--- src/rtl/pipe_hazard_ctrl.sv ---
// Pipeline hazard controller: load-use stalls, taken-branch flushes and a memory-busy freeze.
// Optional HAZARD_PERF_CNT_EN adds saturating stall/flush cycle counters.
module pipe_hazard_ctrl #(
    parameter int REG_W        = 3,
    parameter int LU_CYCLES    = 1,
    parameter int FLUSH_CYCLES = 1,
    parameter int ZERO_REG_HW  = 1
) (
    input  logic             clk,
    input  logic             rst,
    input  logic [REG_W-1:0] id_rs1,
    input  logic [REG_W-1:0] id_rs2,
    input  logic             id_use_rs1,
    input  logic             id_use_rs2,
    input  logic [REG_W-1:0] ex_rd,
    input  logic             ex_is_load,
    input  logic             ex_branch_taken,
    input  logic             mem_busy,
    output logic             pc_we,
    output logic             stall_id,
    output logic             flush_id,
    output logic             bubble_ex,
    output logic             stall_ex,
    output logic [1:0]       ctrl_state
`ifdef HAZARD_PERF_CNT_EN
    ,
    output logic [15:0]      perf_stall_cnt,
    output logic [15:0]      perf_flush_cnt
`endif
);

    localparam int MAX_CYC = (LU_CYCLES > FLUSH_CYCLES) ? LU_CYCLES : FLUSH_CYCLES;
    localparam int CNT_W   = $clog2(MAX_CYC) + 1;

    typedef enum logic [1:0] {
        ST_RUN   = 2'd0,
        ST_LU    = 2'd1,
        ST_FLUSH = 2'd2
    } state_t;

    state_t             state_q, state_d;
    logic [CNT_W-1:0]   cnt_q, cnt_d;
    logic               lu;
    logic               rd_is_zero;
    logic               rs1_hit;
    logic               rs2_hit;

    // A load into a hardwired r0 writes nothing, so it can never create a dependency.
    assign rd_is_zero = (ZERO_REG_HW != 0) && (ex_rd == '0);
    assign rs1_hit    = id_use_rs1 && (id_rs1 == ex_rd);
    assign rs2_hit    = id_use_rs2 && (id_rs2 == ex_rd);
    assign lu         = ex_is_load && !rd_is_zero && (rs1_hit || rs2_hit);

    always_ff @(posedge clk or posedge rst) begin
        if (rst) begin
            state_q <= ST_RUN;
            cnt_q   <= '0;
        end else begin
            state_q <= state_d;
            cnt_q   <= cnt_d;
        end
    end

    always_comb begin
        state_d   = state_q;
        cnt_d     = cnt_q;
        pc_we     = 1'b0;
        stall_id  = 1'b0;
        flush_id  = 1'b0;
        bubble_ex = 1'b0;
        stall_ex  = 1'b0;

        if (rst) begin
            // Keep NOPs flowing into IF/ID and ID/EX while the core is held in reset.
            flush_id  = 1'b1;
            bubble_ex = 1'b1;
        end else if (mem_busy) begin
            // Whole pipe holds; EX keeps its instruction so branch/lu re-present later.
            stall_id = 1'b1;
            stall_ex = 1'b1;
        end else begin
            case (state_q)
                ST_RUN: begin
                    if (ex_branch_taken) begin
                        // ID holds a wrong-path instruction, so any lu match is moot.
                        pc_we     = 1'b1;
                        flush_id  = 1'b1;
                        bubble_ex = 1'b1;
                        if (FLUSH_CYCLES > 1) begin
                            state_d = ST_FLUSH;
                            cnt_d   = CNT_W'(FLUSH_CYCLES - 1);
                        end
                    end else if (lu) begin
                        stall_id  = 1'b1;
                        bubble_ex = 1'b1;
                        if (LU_CYCLES > 1) begin
                            state_d = ST_LU;
                            cnt_d   = CNT_W'(LU_CYCLES - 1);
                        end
                    end else begin
                        pc_we = 1'b1;
                    end
                end
                ST_FLUSH: begin
                    pc_we     = 1'b1;
                    flush_id  = 1'b1;
                    bubble_ex = 1'b1;
                    cnt_d     = cnt_q - CNT_W'(1);
                    if (cnt_q == CNT_W'(1)) begin
                        state_d = ST_RUN;
                    end
                end
                ST_LU: begin
                    stall_id  = 1'b1;
                    bubble_ex = 1'b1;
                    cnt_d     = cnt_q - CNT_W'(1);
                    if (cnt_q == CNT_W'(1)) begin
                        state_d = ST_RUN;
                    end
                end
                default: begin
                    state_d = ST_RUN;
                    cnt_d   = '0;
                end
            endcase
        end
    end

    assign ctrl_state = state_q;

`ifdef HAZARD_PERF_CNT_EN
    logic [15:0] perf_stall_q, perf_stall_d;
    logic [15:0] perf_flush_q, perf_flush_d;

    always_comb begin
        perf_stall_d = perf_stall_q;
        perf_flush_d = perf_flush_q;
        if (stall_id && (perf_stall_q != 16'hFFFF)) begin
            perf_stall_d = perf_stall_q + 16'd1;
        end
        if (flush_id && !rst && (perf_flush_q != 16'hFFFF)) begin
            perf_flush_d = perf_flush_q + 16'd1;
        end
    end

    always_ff @(posedge clk or posedge rst) begin
        if (rst) begin
            perf_stall_q <= '0;
            perf_flush_q <= '0;
        end else begin
            perf_stall_q <= perf_stall_d;
            perf_flush_q <= perf_flush_d;
        end
    end

    assign perf_stall_cnt = perf_stall_q;
    assign perf_flush_cnt = perf_flush_q;
`endif

endmodule

--- config.mk ---
export PLATFORM = sky130hd
export DESIGN_NAME = pipe_hazard_ctrl
export DESIGN_NICKNAME = d
export VERILOG_FILES = /design/src/rtl/pipe_hazard_ctrl.sv
export SDC_FILE = /design/constraint.sdc
export NUM_CORES = 1
export LEC_CHECK = 0
export ABC_AREA = 0
export ABC_CLOCK_PERIOD_IN_PS = 1500
export CORE_AREA = 2 2 39 41
export DETAILED_ROUTE_END_ITERATION = 8
export DIE_AREA = 0 0 41 43
export PLACE_DENSITY = 0.55
export SLEW_MARGIN = 20
export SYNTH_ARGS = -nofsm -noshare
export SYNTH_HDL_FRONTEND = slang
export SYNTH_SLANG_ARGS = --single-unit
--- constraint.sdc ---
create_clock -name clk -period 1.5 [get_ports clk]
set_input_delay 0.3 -clock clk [delete_from_list [all_inputs] [get_ports clk]]
set_output_delay 0.3 -clock clk [all_outputs]
set_load 0.02 [all_outputs]
Word level (Yosys, flattened, before mapping)

Index checks and enable logic that the tools add are counted.

Add/subtract/negate cells: 1
Equality and inequality tests: 5
Multiplexer cells: 23
Bitwise logic cells: 3
Reductions and logical operators: 11

Operators by type and width:

| cell                                                  | number |
|---|---|
| two-way mux 1 bit                                     | 16 |
| one-hot mux 1 bit (2 select lines)                    | 5 |
| == test 3 bit                                         | 2 |
| logical AND 1 bit                                     | 4 |
| one-hot mux 2 bit (2 select lines)                    | 1 |
| AND reduction 4 bit                                   | 1 |
| zero test 3 bit                                       | 1 |
| inverter 1 bit                                        | 3 |
| AND reduction 3 bit                                   | 1 |
| == test 2 x 1 -> 1 bit, second input constant         | 1 |
| == test 2 bit, second input constant                  | 1 |
| zero test 2 bit                                       | 1 |
| two-way mux 2 bit                                     | 1 |
| inequality test 2 x 1 -> 1 bit, second input constant | 1 |
| OR reduction 2 bit                                    | 1 |
| zero test 1 bit                                       | 1 |
| logical OR 1 bit                                      | 1 |
| subtractor 1 bit, second input constant               | 1 |

Register bits: 3
Input bits: 16
Output and inout port bits: 7
Logic and storage cells: 45

Logic depth before layout (Yosys ltp)

Depth after elaboration: 9
Depth in mapped cells: 4
Depth with buffers taken out: 4

Worst setup path after synthesis

OpenSTA, ideal clock, no wires.

Kind: input to output
Start: input port ex_rd[0]
End: output port bubble_ex
Data arrival time: 1.274 ns
Data required time: 1.200 ns
Path slack: -0.074 ns
Stages: 4
Path buffers: 0
Cell sequence: xnor2_1 -> and4_1 -> a41oi_2 -> o31ai_1

Longest elaborated chain between the ends: 9
Elaborated cells on any way between the ends: 14
Those cells by class: 2 x eq/ne; 5 x mux; 7 x reduce/logical

Ends and longest elaborated chain:

| what                                                         | RTL line | text |
|---|---|---|
| start, declared                                              | 15       | `input logic [REG_W-1:0] ex_rd,` |
| == test 3 bit, or another cell as far along                  | 50       | `assign rs1_hit = id_use_rs1 && (id_rs1 == ex_rd);` |
| logical AND 1 bit, or another cell as far along              | 50       |  |
| logical OR 1 bit / logical AND 1 bit (equally long branches) | 52       | `assign lu = ex_is_load && !rd_is_zero && (rs1_hit \|\| rs2_hit);` |
| logical AND 1 bit (*)                                        | 52       |  |
| two-way mux 1 bit (*)                                        | 93       | `end else if (lu) begin` |
| two-way mux 1 bit (*)                                        | 84       | `if (ex_branch_taken) begin` |
| one-hot mux 1 bit (2 select lines) (*)                       | 82       | `case (state_q)` |
| two-way mux 1 bit (*)                                        | 77       | `end else if (mem_busy) begin` |
| two-way mux 1 bit (*)                                        | 73       | `if (rst) begin` |
| end, declared                                                | 22       | `output logic bubble_ex,` |

Mark *: on every way between the ends. The rest lies on a longest branch, timed or not.

Worst setup path in the final report

Start: input port ex_rd[2]
End: output port pc_we

Longest elaborated chain between the ends: 9
Elaborated cells on any way between the ends: 14
Those cells by class: 2 x eq/ne; 5 x mux; 7 x reduce/logical

Ends and longest elaborated chain:

| what                                                         | RTL line | text |
|---|---|---|
| == test 3 bit, or another cell as far along                  | 50       |  |
| logical AND 1 bit, or another cell as far along              | 50       |  |
| logical OR 1 bit / logical AND 1 bit (equally long branches) | 52       |  |
| logical AND 1 bit (*)                                        | 52       |  |
| two-way mux 1 bit (*)                                        | 93       |  |
| two-way mux 1 bit (*)                                        | 84       |  |
| one-hot mux 1 bit (2 select lines) (*)                       | 82       |  |
| two-way mux 1 bit (*)                                        | 77       |  |
| two-way mux 1 bit (*)                                        | 73       |  |
| end, declared                                                | 19       | `output logic pc_we,` |

Marked as above.

==> results by group <==
Outcome
  • Outcome: finished, violations left
  • Failing checks: negative setup slack

Die
  • FP Rows: 14
  • Starting Density: 11.1%
  • Die area: 1760 sq um
  • I/O Pins: 23
  • DIE HEIGHT: 43 microns
  • Core Area: 1380 sq um
  • Die extent in x: 41 microns

Cells and area
  • Clkbuf count: 0
  • Seq_cells: 0
  • P&R area growth vs syn: 202%
  • Most frequent cells in the layout: 7 x buf_4, 6 x buf_6, 5 x xnor2_2, 5 x dlygate4sd2_1, 4 x buf_2
  • Storage element area: 0 sq um
  • Commonest non-fill, non-tap cell in the layout: buf_4
  • Layout Utilization: 33.5%
  • Diodes inserted: 0
  • # nets final: 64
  • Fraction of layout cells with a size suffix above 1: 67.4%

Route
  • Routed vias/inst: 3.97
  • DRC viols: 0
  • Drt pass-1 iters: 1
  • DR vias: 246
  • WL final: 578 microns
  • DR WL/cell: 9.32 microns
  • Antenna Violating Nets Remaining: 0
  • First DRT Iteration DRCs: 0

Power
  • VDD IR max: 0.105 mV
  • Leak: 0.000215 uW
  • Power Density: 302 nW/um^2

Setup path
  • CP Launch Type: input port
  • CP Data Required Time: 1.20 ns
  • CP endpoint kind: primary output
  • Crit Path Category: input port to primary output
  • WP data arrival: 1.30 ns
  • CP Launch Point: ex_rd[2]
  • Worst-path fanout max: 3
  • Setup crit end: pc_we

Timing
  • Worst Slack Setup Final: -0.105 ns
  • RSZ-0062 raised after global routing: true
  • TNS Setup: -0.204 ns
  • Hold Fails Final Rpt: 0
  • Final Cycle Share: 107%
  • Final Setup Violations: 2
  • Final Hold Slack: 1.09 ns
  • Fmax: 623 MHz
  • Max-slew violation count: 0
  • Min Tclk post-route: 1.60 ns

Clock network
  • Hold_buf cts: 0

Hold path
  • Worst min path class: input port to primary output
  • Worst Hold Depth: 3

Synthesis
  • Mapped Cells: 21
  • Warnings from Yosys: 0
  • Synth unique cells: 12
  • Syn_area_per_cell: 7.33 sq um
  • Mapped cell area: 154 sq um
  • Sequential area share after synthesis: 0%

GRT
  • GRT Total Usage: 6.91%
  • Global-route wire length before repair: 910 microns
  • Total gr overflow: 0
  • Initial antenna violation count: 0
  • Vias in the first global route: 217
  • Largest net degree at the start of global routing: 5

Job
  • Number of max-cap violations: 0

Placed design
  • Port-buffer cells: 20
  • Placed wire-length estimate: 452 microns
  • RD Place Congestion: 0.568
  • Setup slack at placement: -0.935 ns
## per-layer routing
| layer | routed length, microns | global-route usage, % | vias up |
|---|---|---|---|
| met3 | 103 | 0.524 | 0 |
| met5 | 0 | 0 | - |
| li1 | - | - | 123 |
| met4 | 0 | 0 | 0 |
| met2 | 268 | 11.9 | 20 |
| met1 | 206 | 9.55 | 103 |
## power breakdown
group          internal [uW]  total (uW)  switching (uW)
clock network              0           0               0
logic                   81.4         140            58.8
registers                  0           0               0
total                   81.4         140            58.8
## cells by family after synthesis
family | after synthesis | synth area share [%]
AND/OR/NAND/NOR | 4 | 14.6
XOR/XNOR | 6 | 34.1
AO/OA/AOI/OAI | 6 | 34.1
other | 1 | 2.44
buffers and inverters | 4 | 14.6
## synth_stat cells (all sizes together)
cell | n | area, sq um
a21oi | 1 | 5.00
a41oi | 1 | 16.3
and4 | 1 | 8.76
buf | 2 | 15.0
conb | 1 | 3.75
inv | 2 | 7.51
nor2 | 2 | 7.51
o22ai | 1 | 6.26
o31a | 1 | 10.0
o31ai | 2 | 15.0
or3 | 1 | 6.26
xnor2 | 6 | 52.6
## critical path, stage by stage
cell and delay (ns):
buf_8 0.11, xnor2_2 0.13, and4_1 0.22, a41oi_2 0.06, o31a_2 0.36, buf_6 0.13
## area by class of cell
class	count	area (sq um)
Multi-Input combinational cell	18	201
Timing Repair Buffer	26	235
Inverter	2	7.51
Fill cell	149	920
Tap cell	16	20.0
## worst min path at each step
| stage | from | end | slack [ns] |
|---|---|---|---|
| CTS | mem_busy | bubble_ex | 1.10 |
| global placement | mem_busy | bubble_ex | 1.73 |
| floorplan | rst | stall_ex | 0.67 |
| detailed placement | mem_busy | bubble_ex | 1.74 |
| global route | mem_busy | bubble_ex | 1.11 |
| finish | mem_busy | bubble_ex | 1.09 |
## repair_timing
item	4_1_cts	5_1_grt
resized for setup	85	0
gates cloned	0	0
setup endpoints to repair	5	3
pin swaps	12	2
setup buffers	2	0
## metrics by stage
step	instances	power [uW]	instance area, sq um
after floorplan	22	50.7	163
after global placement	60	121	398
after detailed placement	60	121	398
after CTS	62	140	464
after global routing	62	150	464
final	62	140	464
Power figures use the tool's default switching activity.
